[config.mk]
export PLATFORM = sky130hd
export DESIGN_NAME = inst_loader
export DESIGN_NICKNAME = d
export VERILOG_FILES = /design/src/rtl/inst_loader.sv
export SDC_FILE = /design/constraint.sdc
export NUM_CORES = 1
export LEC_CHECK = 0
export BUFFER_PORTS_ARGS = -buffer_cell sky130_fd_sc_hd__buf_2
export CORE_MARGIN = 2
export CORE_UTILIZATION = 56
export DETAILED_ROUTE_END_ITERATION = 16
export PLACE_DENSITY = 0.82
export SLEW_MARGIN = 30
export SYNTH_ARGS = -nofsm -noshare
export SYNTH_HDL_FRONTEND = slang
export SYNTH_SLANG_ARGS = --single-unit
export TNS_END_PERCENT = 100
[constraint.sdc]
create_clock -name CLK -period 1.85 [get_ports CLK]
set_input_delay 0.185 -clock CLK [delete_from_list [all_inputs] [get_ports CLK]]
set_output_delay 0.185 -clock CLK [all_outputs]
set_load 0.03 [all_outputs]
[src/rtl/inst_loader.sv]
// Boot-time instruction loader: assembles little-endian 32-bit words from a
// valid/ready byte stream, writes them into instruction memory and holds the
// core in reset until the image is complete.
// Optional trailing checksum byte: define INST_LOADER_CHECKSUM_EN.
module inst_loader #(
  parameter int ADDR_W    = 5,
  parameter int MAX_WORDS = 32
) (
  input  logic              CLK,
  input  logic              RST,
  input  logic [7:0]        in_data,
  input  logic              in_valid,
  output logic              in_ready,
  input  logic              reload,
  output logic              wr_en,
  output logic [ADDR_W-1:0] wr_addr,
  output logic [31:0]       wr_data,
  output logic              core_rst_n,
  output logic              busy,
  output logic              done,
  output logic              err,
  output logic [ADDR_W:0]   words_loaded
);

  typedef enum logic [2:0] {
    S_LEN0,
    S_LEN1,
    S_DATA,
`ifdef INST_LOADER_CHECKSUM_EN
    S_CHK,
`endif
    S_DONE,
    S_ERR
  } state_t;

  // State entered once the payload (or an empty image) is complete.
`ifdef INST_LOADER_CHECKSUM_EN
  localparam state_t S_END = S_CHK;
`else
  localparam state_t S_END = S_DONE;
`endif

  state_t            state, state_nx;
  logic [7:0]        len_lo;
  logic [ADDR_W:0]   len_words;
  logic [1:0]        byte_cnt;
  logic [23:0]       asm_q;
  logic [15:0]       len_full;
  logic [ADDR_W:0]   word_next;
  logic              xfer;
  logic              last_word;
`ifdef INST_LOADER_CHECKSUM_EN
  logic [7:0]        csum;
`endif

  assign xfer      = in_valid & in_ready;
  assign len_full  = {in_data, len_lo};
  assign word_next = words_loaded + 1'b1;
  assign last_word = (byte_cnt == 2'd3) && (word_next == len_words);

  // State register.
  always_ff @(posedge CLK or negedge RST) begin
    if (!RST) state <= S_LEN0;
    else      state <= state_nx;
  end

  // Next-state logic; in_ready/busy decode from state only.
  always_comb begin
    state_nx = state;
    in_ready = 1'b0;
    busy     = 1'b0;
    case (state)
      S_LEN0: begin
        in_ready = 1'b1;
        busy     = 1'b1;
        if (xfer) state_nx = S_LEN1;
      end
      S_LEN1: begin
        in_ready = 1'b1;
        busy     = 1'b1;
        if (xfer) begin
          if (len_full == 16'd0)                  state_nx = S_END;
          else if (len_full > 16'(MAX_WORDS))     state_nx = S_ERR;
          else                                    state_nx = S_DATA;
        end
      end
      S_DATA: begin
        in_ready = 1'b1;
        busy     = 1'b1;
        if (xfer && last_word) state_nx = S_END;
      end
`ifdef INST_LOADER_CHECKSUM_EN
      S_CHK: begin
        in_ready = 1'b1;
        busy     = 1'b1;
        if (xfer) state_nx = (in_data == csum) ? S_DONE : S_ERR;
      end
`endif
      S_DONE:  if (reload) state_nx = S_LEN0;
      S_ERR:   if (reload) state_nx = S_LEN0;
      default: state_nx = S_LEN0;
    endcase
  end

  // Datapath: length capture, word assembly, write port and status flags.
  always_ff @(posedge CLK or negedge RST) begin
    if (!RST) begin
      len_lo       <= '0;
      len_words    <= '0;
      byte_cnt     <= '0;
      asm_q        <= '0;
      wr_en        <= 1'b0;
      wr_addr      <= '0;
      wr_data      <= '0;
      core_rst_n   <= 1'b0;
      done         <= 1'b0;
      err          <= 1'b0;
      words_loaded <= '0;
`ifdef INST_LOADER_CHECKSUM_EN
      csum         <= '0;
`endif
    end else begin
      wr_en <= 1'b0;
      case (state)
        S_LEN0: if (xfer) len_lo <= in_data;
        S_LEN1: begin
          if (xfer) begin
            len_words    <= len_full[ADDR_W:0];
            byte_cnt     <= '0;
            words_loaded <= '0;
          end
        end
        S_DATA: begin
          if (xfer) begin
            // Bytes arrive LSB first, so shifting in from the top leaves
            // the three earlier bytes in little-endian order.
            asm_q    <= {in_data, asm_q[23:8]};
            byte_cnt <= byte_cnt + 2'd1;
`ifdef INST_LOADER_CHECKSUM_EN
            csum     <= csum ^ in_data;
`endif
            if (byte_cnt == 2'd3) begin
              wr_en        <= 1'b1;
              wr_addr      <= words_loaded[ADDR_W-1:0];
              wr_data      <= {in_data, asm_q};
              words_loaded <= word_next;
            end
          end
        end
        S_DONE: begin
          if (reload) begin
            core_rst_n   <= 1'b0;
            done         <= 1'b0;
            words_loaded <= '0;
`ifdef INST_LOADER_CHECKSUM_EN
            csum         <= '0;
`endif
          end else begin
            core_rst_n <= 1'b1;
            done       <= 1'b1;
          end
        end
        S_ERR: begin
          core_rst_n <= 1'b0;
          if (reload) begin
            err          <= 1'b0;
            words_loaded <= '0;
`ifdef INST_LOADER_CHECKSUM_EN
            csum         <= '0;
`endif
          end else begin
            err <= 1'b1;
          end
        end
        default: ;
      endcase
    end
  end

endmodule

==> impl_metrics.py, run 1 <==
metrics = {
    "pwr": {
        "combPwrFrac_pct": 20.0,
        "swShare_pct": 30.0,
        "power_leakage_uw": 0.00230,
        "power_uw": 4420,
        "p_sw_uw": 1330,
        "pwr-share-clk_pct": 27.9,
        "vdd_ir_drop_max_v": 0.000571,
        "p_per_area_nw_per_um2": 972,
        "seqPwrFrac_pct": 52.2,
        "internal-power_uw": 3100,
    },
    "cells_and_area": {
        "drive_gt1_share_pct": 47.9,
        "fillCellCount": 505,
        "instances_no_fill": 447,
        "area_growth_pct": 16.1,
        "nNetsFinal": 360,
        "antennaDiodeCount": 0,
        "post-route-util_pct": 67.0,
    },
    "sta": {
        "clock-skew-final_ns": 0.00838,
        "setup_violations": 0,
        "finalCriticalPeriod_ns": 1.74,
        "final_max_slew_viol_count": 0,
        "fin_tns_setup_ns": 0,
        "slew-limit-headroom_pct": 64.8,
        "fin_crit_sh_pct": 94.0,
        "timing_hold_violations_final": 0,
        "rsz0062_at_grt": "no",
        "fmax_mhz": 575,
        "tightest_slew_ns": 0.528,
    },
    "global_route": {
        "grt_pass1_vias": 2403,
        "antenna_found_initial": 0,
        "grt_pass1_wl_um": 12000,
        "overflow": 0,
        "grt_max_degree": 41,
        "grtUsageTotal_pct": 20.9,
    },
    "clock_network": {
        "numCtsBuffers": 9,
        "cts_max_level": 3,
        "cts_max_path_buffers": 2,
        "clock-sinks": 90,
        "clk_pin_slew_ns": 0.09,
        "cts_root_buf": "clkbuf_8",
        "clock_latency_ns": 0.36,
        "cts_tree": "done",
    },
    "worst_hold_path": {
        "min-delay-start": "in_data[2]",
        "holdCritPathClass": "in2reg",
        "min_path_cells": 2,
        "holdPathEnd": "wr_data[26]$_DFFE_PN0P_",
    },
    "synthesis": {
        "postSynthAreaPerCell_um2": 14.3,
        "async_reset_ff_share_pct": 100,
        "synth_nets": 288,
        "synth_flop_cell": "dfrtp_1",
        "synthDistinctLibCells": 49,
        "synth-seq-cells": 90,
        "synth_cells": 274,
        "yosysWarnings": 0,
        "synth_edf_count": 0,
        "syn_area_um2": 3920,
        "synth.yosys.seq_area_share_pct": 57.5,
    },
    "worst_setup_path": {
        "cp_slowest_cell": "dfrtp_2",
        "endpoint_kind": "flop",
        "r2r_start": "words_loaded[0]$_DFFE_PN0P_",
        "cp_slowest_stage_delay_ns": 0.47,
        "r2r_cells": 5,
        "regToRegSetupSlack_ns": 0.11,
        "worstSetupPathType": "reg2reg",
        "cp.arrival_ns": 2.00,
        "r2r_end": "state[0]$_DFFE_PN0P_",
        "start_kind": "flop",
        "crit_required_ns": 2.11,
        "crit_fanout": 7,
        "path_cells": "ha_1 -> xnor2_1 -> and4_1 -> o2111ai_1 -> a221oi_2",
    },
    "floorplanning": {
        "io_pins": 61,
        "die_w_um": 87.7,
        "dieArea_um2": 7680,
        "start_util_pct": 57.7,
        "die_h_um": 87.7,
        "core-area_um2": 6790,
        "fp-row-count": 30,
    },
    "routing": {
        "routed_wl_um": 7400,
        "drt_iter0_drc": 171,
        "num_vias": 2424,
        "wire_per_inst_um": 16.5,
        "dr.pass1.iters": 4,
        "drc_errors": 0,
        "postRouteAntennaNets": 0,
        "viasPerCell": 5.42,
    },
    "placement": {
        "hpwl_um": 4960,
        "dp.cells": 430,
        "io_buffers": 60,
        "place.gp.congestion": 0.830,
    },
    "outcome": {
        "status": "finished clean",
    },
    "run": {
        "cap_violations": 0,
    },
}
## state kept, by name, indices dropped and copies added (netlist names)
register,cells
wr_data,32
asm_q,24
len_lo,8
len_words,6
words_loaded,6
wr_addr,5
state,3
byte_cnt,2
core_rst_n,1
done,1
err,1
wr_en,1
## cell families after synthesis
kind of cell	after synthesis	share of synthesized area, %
AO/OA/AOI/OAI	33	5.59
XOR/XNOR	7	1.56
adder cells (fa/ha/maj)	2	0.638
buffers and inverters	19	3.00
flip-flops	90	57.5
multiplexers	76	23.4
AND/OR/NAND/NOR	47	8.33
## metal layers
layer	global-route usage [%]	wire length [µm]
met1	28.2	3370
met2	32.8	3570
met3	5.00	318
met4	8.39	133
met5	0	0
## worst max-delay path by stage
stage                     cells after the start                        start                    to  slack, ns
after floorplan                               4         state[1]$_DFFE_PN0P_              in_ready       0.14
after global placement                        5  words_loaded[0]$_DFFE_PN0P_  state[0]$_DFFE_PN0P_       0.09
after detailed placement                      5  words_loaded[0]$_DFFE_PN0P_  state[0]$_DFFE_PN0P_        0.1
after CTS                                     5  words_loaded[0]$_DFFE_PN0P_  state[0]$_DFFE_PN0P_       0.05
after global routing                          5  words_loaded[0]$_DFFE_PN0P_  state[0]$_DFFE_PN0P_       0.01
final                                         5  words_loaded[0]$_DFFE_PN0P_  state[0]$_DFFE_PN0P_       0.11
## cell usage in the layout, fill, tap and decap left out, drive strengths merged, types with 2 or more instances in the layout
| cell | n |
|---|---|
| a31oi | 5 |
| nor2 | 5 |
| xor2 | 3 |
| mux2 | 74 |
| nand2b | 2 |
| nand3 | 4 |
| nor2b | 2 |
| clkinv | 3 |
| buf | 73 |
| inv | 8 |
| or4 | 4 |
| a211oi | 2 |
| mux2i | 2 |
| nand2 | 13 |
| dfrtp | 90 |
| nor3 | 6 |
| a221oi | 2 |
| xnor2 | 4 |
| clkbuf | 11 |
| ha | 2 |
| a21oi | 5 |
| nor3b | 4 |
| o21ai | 11 |
## synth_stat cells (all sizes together), types with 3 or more instances
cell	instances	area (µm²)
nand3	4	20.0
o21ai	11	55.1
nor3b	4	41.3
xnor2	4	35.0
or4	4	33.8
mux2	74	897
xor2	3	26.3
inv	6	27.5
dfrtp	90	2250
nor3	6	51.3
clkbuf	4	15.0
a21oi	5	25.0
nand2	13	65.1
buf	9	75.1
nor2	5	18.8
a31oi	5	31.3
## power by group through the flow
stage	clock, µW	sequential [µW]	combinational, µW
6_report	1230	2310	883
5_1_grt	1330	2330	969
4_1_cts	1240	2300	887
3_5_place_dp	0	2340	879
3_3_place_gp	0	2330	854
2_1_floorplan	0	2330	598
## through the flow
step | instance area (µm²) | hold slack [ns] | setup WS, ns
floorplan | 3920 | -0.111 | 0.141
global placement | 4360 | 0.193 | 0.0868
detailed placement | 4360 | 0.207 | 0.0985
CTS | 4550 | 0.0913 | 0.0515
global route | 4550 | 0.0929 | 0.0128
finish | 4550 | 0.0977 | 0.111
## worst max-delay path: cells and delay by family, from the launching register on
family | cells | cell delay (ns)
DFF | 1 | 0.47
AOI/OAI and AO/OA | 2 | 0.42
adders and majority gates | 1 | 0.35
and+or+nand+nor | 1 | 0.21
xor gates and xnor gates | 1 | 0.19
## timing repair
item,4_1_cts,5_1_grt
endpoints found under the hold margin,38,0
endpoints found under the setup margin,0,1
gates resized for setup,0,1
hold buffers,1,0
setup buffers,0,0
## final cells by class
cell class	count	area [µm²]	share of cell area, %
multi-input cells	165	1550	34.0
inverters	6	27.5	0.605
clock inverters	5	36.3	0.797
repair buffers	74	423	9.29
clock buffers	11	141	3.11
flip-flops and latches	90	2250	49.5
well taps	96	120	2.64
Note: power is estimated with default switching activity, not from simulation.
==> inputs of run 2 (changes only) <==
--- a/config.mk
+++ b/config.mk
@@ -5,10 +5,12 @@
 export SDC_FILE = /design/constraint.sdc
 export NUM_CORES = 1
 export LEC_CHECK = 0
-export BUFFER_PORTS_ARGS = -buffer_cell sky130_fd_sc_hd__buf_2
+export BUFFER_PORTS_ARGS = -buffer_cell sky130_fd_sc_hd__buf_4
 export CORE_MARGIN = 2
 export CORE_UTILIZATION = 56
 export DETAILED_ROUTE_END_ITERATION = 16
+export GPL_TIMING_DRIVEN = 0
+export HOLD_SLACK_MARGIN = 0.15
 export PLACE_DENSITY = 0.82
 export SLEW_MARGIN = 30
 export SYNTH_ARGS = -nofsm -noshare
==> run 2 against run 1 <==
  * Non-clock buffer count rose by 12
  * Largest power group unchanged
  * Register-to-register slack got worse by 0.05 ns
  * Clock skew grew 0.0046 ns
  * Highest routed layer unchanged
  * Critical path type unchanged
==> impl_metrics.py, run 2 (synthesis results as in run 1) <==
metrics = {
    "global_route": {
        "grt_max_degree": 91,
        "antenna_found_initial": 0,
        "grt_pass1_wl_um": 12500,
        "grtUsageTotal_pct": 21.8,
        "grt_pass1_vias": 2491,
        "overflow": 0,
    },
    "worst_setup_path": {
        "crit_fanout": 10,
        "cp_slowest_stage_delay_ns": 0.46,
        "path_cells": "and4bb_1 -> buf_6 -> nand2_8 -> inv_8 -> buf_6 -> mux2_4",
        "cp_slowest_cell": "dfrtp_2",
        "crit_family": "buffers and inverters",
        "cp.arrival_ns": 2.04,
        "endpoint_kind": "flop",
        "worstSetupPathType": "reg2reg",
        "crit_buf_inv": 3,
        "cp_common_cell": "buf_6",
        "cp_num_cells": 6,
        "r2r_cells": 6,
        "crit_required_ns": 2.10,
        "start_kind": "flop",
        "regToRegSetupSlack_ns": 0.06,
    },
    "clock_network": {
        "clock_latency_ns": 0.37,
        "cts_root_buf": "clkbuf_8",
        "cts_tree": "done",
        "cts_max_path_buffers": 2,
        "clock-sinks": 90,
        "clk_pin_slew_ns": 0.09,
        "cts_max_level": 3,
        "numCtsBuffers": 9,
    },
    "sta": {
        "tightest_slew_ns": 0.793,
        "rsz0062_at_grt": "no",
        "setup_slack_ns": 0.0588,
        "fin_tns_setup_ns": 0,
        "timing_hold_violations_final": 0,
        "finalCriticalPeriod_ns": 1.79,
        "setup_violations": 0,
        "slew-limit-headroom_pct": 47.2,
        "final_max_slew_viol_count": 0,
        "fmax_mhz": 558,
        "clock-skew-final_ns": 0.0130,
        "fin_crit_sh_pct": 96.8,
    },
    "floorplanning": {
        "fp-row-count": 30,
        "core-area_um2": 6790,
        "die_w_um": 87.7,
        "dieArea_um2": 7680,
        "die_h_um": 87.7,
        "io_pins": 61,
        "start_util_pct": 57.7,
    },
    "run": {
        "cap_violations": 0,
    },
    "placement": {
        "dp.cells": 430,
        "io_buffers": 60,
        "hpwl_um": 5170,
        "place.gp.congestion": 0.818,
        "pre_cts_ws_ns": -0.00752,
    },
    "routing": {
        "routed_wl_um": 7760,
        "postRouteAntennaNets": 0,
        "viasPerCell": 5.47,
        "wire_per_inst_um": 16.9,
        "drc_errors": 0,
        "num_vias": 2513,
        "dr.pass1.iters": 4,
        "drt_iter0_drc": 101,
    },
    "cells_and_area": {
        "layout_commonest_cell": "dfrtp_1",
        "largest_reg_flops": 32,
        "nNetsFinal": 372,
        "final_cell_mix": "dfrtp_1 (88), buf_4 (64), mux2_2 (53)",
        "area_growth_pct": 23.3,
        "antennaDiodeCount": 0,
        "reg.largest.list": "wr_data: 32 flops, asm_q: 24 flops, len_lo: 8 flops",
        "drive_gt1_share_pct": 46.8,
        "instances_no_fill": 459,
        "regMostFlops": "wr_data",
    },
    "pwr": {
        "vdd_ir_drop_max_v": 0.000707,
        "power_leakage_uw": 0.00236,
        "p_per_area_nw_per_um2": 944,
    },
    "worst_hold_path": {
        "holdCritPathClass": "in2reg",
        "min_path_cells": 4,
    },
    "outcome": {
        "status": "finished clean",
    },
}
## run 2: cell types whose count changed in the layout (fill, tap and decap cells not counted), sizes merged
cell	change
buf	-1
clkinvlp	+1
clkinv	-1
clkbuf	+3
dlygate4sd3	+9
bufinv	+1
## run 2: final timing paths
| kind | from | endpoint |
|---|---|---|
| worst max-delay path | state[2]$_DFFE_PN0P_ | wr_data[23]$_DFFE_PN0P_ |
| worst min-delay path | in_valid | state[1]$_DFFE_PN0P_ |
| worst max register to register | state[2]$_DFFE_PN0P_ | wr_data[23]$_DFFE_PN0P_ |
| worst min register to register | wr_addr[1]$_DFFE_PN0P_ | wr_addr[1]$_DFFE_PN0P_ |
| max in group asynchronous | RST | state[0]$_DFFE_PN0P_ |
| min in group asynchronous | RST | done$_DFFE_PN0N_ |
## run 2: what timing repair did
item / 4_1_cts / 5_1_grt
pin swaps: 0 / 2
buffers inserted: 0 / 3
endpoints found under the hold margin: 117 / 0
setup endpoints to repair: 13 / 20
resized for setup: 1 / 6
cloned: 0 / 0
hold buffers: 10 / 0
## run 2: routing by layer
layer | wire length (µm) | GRT usage [%]
met1 | 3560 | 30.3
met2 | 3830 | 33.7
met3 | 251 | 5.28
met4 | 122 | 8.11
met5 | 0 | 0
## run 2: stage by stage
| stage | area [µm²] | hold WS, ns | power, µW | utilization (%) |
|---|---|---|---|---|
| 2_1_floorplan | 3920 | -0.111 | 2930 | - |
| 3_3_place_gp | 4490 | 0.432 | 3160 | 66.1 |
| 3_5_place_dp | 4490 | 0.302 | 3190 | 66.1 |
| 4_1_cts | 4800 | 0.336 | 4570 | 70.6 |
| 5_1_grt | 4830 | 0.392 | 4770 | 71.1 |
| 6_report | 4830 | 0.343 | 4560 | 71.1 |
## run 2: final cells by class
type,count,area (µm²)
Inverter,6,30.0
Multi-Input combinational cell,165,1550
Buffer,13,95.1
Fill cell,475,1960
Clock buffer,10,128
Clock inverter,6,75.1
Sequential cell,90,2250
Timing Repair Buffer,73,577
Tap cell,96,120
## run 2: power by group
group / total, µW / internal [µW] / leakage (µW) / switching, µW
combinational: 855 / 405 / 0.00104 / 450
sequential: 2340 / 2160 / 0.00122 / 173
clock: 1370 / 644 / 0.0000990 / 728
total: 4560 / 3210 / 0.00236 / 1350
## run 2: tightest hold or removal path, stage by stage
cell and delay [ns]:
buf_4 0.11, nor3b_1 0.17, a32oi_1 0.12, nor2_1 0.08
